**src/rtl/zc_period_avg.sv**
```systemverilog
// Zero-crossing period averager: measures beat intervals between qualified crossings
// and emits the mean over 2^log2_navg intervals on a single-entry AXI-stream output.
module zc_period_avg #(
    parameter int WIDTH        = 16,
    parameter int COUNTER_SIZE = 32,
    parameter int LOG2_AVG_MAX = 4
) (
    input  logic                             clk,
    input  logic                             reset,
    input  logic                             clear,
    input  logic [$clog2(LOG2_AVG_MAX+1)-1:0] log2_navg,
    output logic [31:0]                      num_count,
    output logic [31:0]                      drop_count,
    input  logic [WIDTH-1:0]                 i_tdata,
    input  logic                             i_zc,
    input  logic                             i_tvalid,
    input  logic                             i_tlast,
    output logic                             i_tready,
    output logic [COUNTER_SIZE-1:0]          o_tdata,
    output logic                             o_tvalid,
    output logic                             o_tlast,
    input  logic                             o_tready
);

    localparam int NW = $clog2(LOG2_AVG_MAX + 1);
    localparam int AW = COUNTER_SIZE + LOG2_AVG_MAX;
    localparam int IW = LOG2_AVG_MAX + 1;
    localparam logic [COUNTER_SIZE-1:0] CNT_MAX = '1;

    typedef enum logic {IDLE, MEASURE} state_t;

    state_t                  state;
    logic [COUNTER_SIZE-1:0] interval_cnt;
    logic [AW-1:0]           acc;
    logic [IW-1:0]           idx;
    logic [NW-1:0]           navg;

    logic                    accept;
    logic                    crossing;
    logic                    window_done;
    logic [NW-1:0]           navg_in;
    logic [COUNTER_SIZE-1:0] interval;
    logic [AW-1:0]           acc_sum;
    logic [AW-1:0]           acc_shift;
    logic [IW-1:0]           idx_next;
    logic [COUNTER_SIZE-1:0] result;
    logic                    unused_tdata;

    // The input never stalls; readiness only drops while reset is held.
    assign i_tready     = ~reset;
    assign unused_tdata = ^i_tdata;

    assign accept   = i_tvalid & i_tready;
    assign crossing = accept & i_zc;
    assign navg_in  = (log2_navg > NW'(LOG2_AVG_MAX)) ? NW'(LOG2_AVG_MAX) : log2_navg;

    // The interval ending on a crossing beat includes that beat, hence the +1.
    assign interval    = (interval_cnt == CNT_MAX) ? CNT_MAX : interval_cnt + 1'b1;
    assign acc_sum     = acc + AW'(interval);
    assign idx_next    = idx + 1'b1;
    assign window_done = crossing && (state == MEASURE) && (idx_next == (IW'(1) << navg));
    assign acc_shift   = acc_sum >> navg;
    assign result      = ((acc_shift >> COUNTER_SIZE) != '0) ? CNT_MAX
                                                             : acc_shift[COUNTER_SIZE-1:0];

    always_ff @(posedge clk or posedge reset) begin
        if (reset) begin
            state        <= IDLE;
            interval_cnt <= '0;
            acc          <= '0;
            idx          <= '0;
            navg         <= '0;
            num_count    <= '0;
            drop_count   <= '0;
            o_tdata      <= '0;
            o_tvalid     <= 1'b0;
            o_tlast      <= 1'b0;
        end else if (clear) begin
            state        <= IDLE;
            interval_cnt <= '0;
            acc          <= '0;
            idx          <= '0;
            navg         <= '0;
            num_count    <= '0;
            drop_count   <= '0;
            o_tdata      <= '0;
            o_tvalid     <= 1'b0;
            o_tlast      <= 1'b0;
        end else begin
            if (crossing) begin
                num_count <= num_count + 32'd1;
            end

            case (state)
                IDLE: begin
                    // A crossing that also ends the burst has nothing to measure.
                    if (crossing && !i_tlast) begin
                        state        <= MEASURE;
                        interval_cnt <= '0;
                        acc          <= '0;
                        idx          <= '0;
                        navg         <= navg_in;
                    end
                end
                MEASURE: begin
                    if (accept) begin
                        if (i_zc) begin
                            interval_cnt <= '0;
                            if (window_done) begin
                                acc  <= '0;
                                idx  <= '0;
                                navg <= navg_in;
                            end else begin
                                acc <= acc_sum;
                                idx <= idx_next;
                            end
                        end else begin
                            interval_cnt <= interval;
                        end
                        if (i_tlast) begin
                            state <= IDLE;
                        end
                    end
                end
            endcase

            // A finished window replaces the held result only if it is being consumed.
            if (window_done) begin
                if (!o_tvalid || o_tready) begin
                    o_tdata  <= result;
                    o_tvalid <= 1'b1;
                    o_tlast  <= 1'b1;
                end else begin
                    drop_count <= drop_count + 32'd1;
                end
            end else if (o_tvalid && o_tready) begin
                o_tvalid <= 1'b0;
                o_tlast  <= 1'b0;
            end
        end
    end

endmodule

```
**config.mk**
```make
export PLATFORM = sky130hd
export DESIGN_NAME = zc_period_avg
export DESIGN_NICKNAME = d
export VERILOG_FILES = /design/src/rtl/zc_period_avg.sv
export SDC_FILE = /design/constraint.sdc
export NUM_CORES = 1
export LEC_CHECK = 0
export BUFFER_PORTS_ARGS = -buffer_cell sky130_fd_sc_hd__buf_4
export CAP_MARGIN = 0
export CORE_MARGIN = 3
export CORE_UTILIZATION = 30
export CTS_CLUSTER_SIZE = 40
export DETAILED_ROUTE_END_ITERATION = 16
export SLEW_MARGIN = 20
export SYNTH_ARGS = -nofsm -noshare
export SYNTH_HDL_FRONTEND = slang
export SYNTH_SLANG_ARGS = --single-unit
```
**constraint.sdc**
```tcl
create_clock -name clk -period 16.4 [get_ports clk]
set_input_delay 2.46 -clock clk [delete_from_list [all_inputs] [get_ports clk]]
set_output_delay 2.46 -clock clk [all_outputs]
set_load 0.005 [all_outputs]
```
==> flow_metrics.env <==
export IMPL_ctsHoldBuffers=0
export IMPL_clockRootBuffer="clkbuf_16"
export IMPL_rrSetupSlack_ps=9640
export IMPL_setup_violations=0
export IMPL_fin_crit_ps=6760
export IMPL_use_met3_pct=1.90
export IMPL_synth_cells=1381
export IMPL_synthSimpleGateAreaFrac_pct=20.3
export IMPL_status="complete, no violations"
export IMPL_grt_start_max_net_pins=72
export IMPL_layout_nets=1505
export IMPL_worst_slew_pin_slew_ps=1000
export IMPL_slew_viol_final=0
export IMPL_ys_ff_latch=174
export IMPL_rsz0062_at_grt="false"
export IMPL_async_reset_ff_share_pct=100
export IMPL_cts_buffer_depth=2
export IMPL_drive_gt1_share_pct=14.0
export IMPL_most_common_layout_cells="nand2_1, dfrtp_1, nor2_1"
export IMPL_grt_usage_pct=15.2
export IMPL_synthesis_nets=1444
export IMPL_clock_latency_ps=440
export IMPL_synth_warnings=0
export IMPL_h_tree_depth=4
export IMPL_maxCapViolations=0
export IMPL_cp_arrival_ps=7090
export IMPL_place_inst=1934
export IMPL_fmax_mhz=148
export IMPL_dr_first_iter_drc_count=628
export IMPL_grt_pass1_vias=9798
export IMPL_grt_use_met2_pct=24.7
export IMPL_final_common_cell="nand2_1"
export IMPL_syn_avg_cell_area_sq_um=8.53
export IMPL_synth_compound_area_share_pct=21.7
export IMPL_synth_xor_area_share_pct=8.63
export IMPL_grt_ovfl_total=0
export IMPL_p_leak_uw=0.00611
export IMPL_place_detailed_hpwl_mm=23.7
export IMPL_yosysTopAreaCell="dfrtp_1"
export IMPL_rows=71
export IMPL_grt_pass1_wl_mm=52.4
export IMPL_grt_busiest_layer="met2"
export IMPL_worstSetupEndpointType="flop"
export IMPL_syn_cell_area_sq_mm=0.0118
export IMPL_worstSetupPathType="flop to flop"
export IMPL_pin_count=125
export IMPL_start_kind="flop"
export IMPL_relSlewSlack_pct=33.0
export IMPL_cts_sinks=174
export IMPL_die_x_um=204
export IMPL_post_route_util_pct=35.6
export IMPL_synth_seq_area_share_pct=37.0
export IMPL_cp_max_fo=21
export IMPL_synth_edf_count=0
export IMPL_synthMuxAreaShare_pct=4.37
export IMPL_ys_types=84
export IMPL_gr_usage_met1_pct=21.7
export IMPL_design_area_sq_mm=0.0136
export IMPL_ys_top_cells_by_area="dfrtp_1, nand2_1, xor2_1"
export IMPL_yosysTopAreaCellShare_pct=37.0
export IMPL_hold_viol=0
export IMPL_areaGrowthSynthToFinish_pct=15.5
export IMPL_drc=0
export IMPL_vias=10386
export IMPL_die_y_um=204
export IMPL_grt_antenna_before_repair=0
export IMPL_dieArea_sq_mm=0.0417
export IMPL_wl_mm=32.1
export IMPL_final_fill_count=3904
export IMPL_holdWs_ps=474
export IMPL_synth_ff_type="dfrtp_1"
export IMPL_finalNonFillerCells=1966
export IMPL_antenna_cells=0
export IMPL_cts_made_buffers=17
export IMPL_cts_resized=0
export IMPL_first_pass_iters=5
export IMPL_cts_clk_slew_worst_paths_ps=70
export IMPL_gp_congestion=0.893
export IMPL_skew_ps=7.19
export IMPL_synthAdderAreaFrac_pct=4.00
export IMPL_tns_ps=0
export IMPL_worst_hold_path_type="flop to flop"
export IMPL_wl_per_cell_um=16.3
export IMPL_ant_nets=0
export IMPL_core_area_sq_mm=0.0382
export IMPL_ir_drop_mv=0.0625
export IMPL_start_util_pct=30.8
export IMPL_dpl_instance_area_sq_mm=0.0130
export IMPL_synth_top_family_by_area="compound AO/OA/AOI/OAI gates"
export IMPL_cts_tree="yes"
export IMPL_timing_final_crit_share_pct=41.2
export IMPL_viasPerCell=5.28
export IMPL_worstPathRequired_ps=16720
export IMPL_io_buffers=108
export IMPL_post_cts_buffers=0
export IMPL_p_per_area_mw_per_mm2=66.5
metrics by stage:
stage | total power (uW) | setup slack (ps)
finish | 905 | 9640
detailed placement | 499 | 9710
CTS | 918 | 9670
global placement | 498 | 9800
global route | 943 | 9070
floorplan | 483 | 7880
worst paths after layout:
kind	start	endpoint	cells past startpoint
worst max-delay path	interval_cnt[0]	o_tdata[29]	23
worst min-delay path	o_tdata[0]	o_tdata[0]	2
worst max register to register	interval_cnt[0]	o_tdata[29]	23
worst min register to register	o_tdata[0]	o_tdata[0]	2
max in group asynchronous	reset	navg[0]	3
min in group asynchronous	reset	interval_cnt[5]	2
layout make-up:
class,instances,area (sq um),share of cell area (%)
Multi-Input combinational cell,1088,6960,51.1
Sequential cell,174,4360,32.0
Timing Repair Buffer,120,901,6.62
Tap cell,511,639,4.70
Clock buffer,20,457,3.36
Inverter,41,159,1.17
Clock inverter,12,134,0.984
cells in the mapped netlist, types with 4 or more instances:
| library cell | number |
|---|---|
| mux2i_1 | 12 |
| nand2b_1 | 9 |
| ha_1 | 36 |
| o21ai_0 | 109 |
| nand4_1 | 25 |
| a22o_1 | 22 |
| and2_1 | 9 |
| nand2_1 | 179 |
| nand3_1 | 45 |
| nor2_1 | 150 |
| buf_2 | 14 |
| nor3_1 | 14 |
| o22ai_1 | 8 |
| o31ai_1 | 26 |
| and4_1 | 10 |
| dfrtp_1 | 174 |
| a31oi_1 | 11 |
| nor4_1 | 4 |
| o211ai_1 | 7 |
| a211oi_1 | 9 |
| buf_1 | 4 |
| nor2b_1 | 14 |
| inv_1 | 39 |
| xnor2_1 | 45 |
| and3_1 | 20 |
| o221ai_1 | 8 |
| mux2_2 | 9 |
| xor2_1 | 71 |
| o21a_1 | 6 |
| a22oi_1 | 4 |
| a221oi_1 | 5 |
| or3_1 | 17 |
| a21oi_1 | 88 |
| clkbuf_1 | 57 |
| a21o_1 | 27 |
| a2bb2oi_1 | 5 |
| mux4_2 | 13 |
| a211o_1 | 4 |
| o21bai_1 | 5 |
| a32o_1 | 5 |
power by group:
group	leakage [uW]	total (uW)	internal (uW)	switching, uW
Clock	0.000287	415	234	181
Combinational	0.00340	54.4	15.9	38.4
Sequential	0.00243	436	430	5.57
Total	0.00611	905	680	225
per-layer routing:
metal / part of all wire, % / up-vias
met1: 48 / 5064
met5: 0 / -
met2: 47 / 231
met3: 4.0 / 25
li1: - / 5066
met4: 1.2 / 0
critical path: stages, from the launching register on:
cell and delay, ps:
dfrtp_1 400, ha_1 250, and3_1 270, and2_1 210, nand3_1 120, nor2_1 270, nand2_1 220, nor3_1 480
nand2b_1 420, buf_4 340, nand2_1 120, ha_1 180, inv_1 60, fa_1 400, nor2b_1 160, o31a_1 230
o21bai_1 170, and3_1 260, o31ai_2 480, mux2_2 440, a2111oi_4 350, nand2_2 260, a211o_1 290, a32o_1 240
kinds of logic after synthesis:
kind of cell | Yosys count
compound gates | 384
xor+xnor | 116
fa+ha+maj | 37
simple gates | 517
buf+inv | 119
mux | 34
flops | 174
flip-flops by register name (all words and copies together), names as in the netlist:
| signal | cells |
|---|---|
| acc | 36 |
| drop_count | 32 |
| interval_cnt | 32 |
| num_count | 32 |
| o_tdata | 32 |
| idx | 5 |
| navg | 3 |
| o_tlast | 1 |
| state | 1 |
Power figures use the tool's default switching activity.
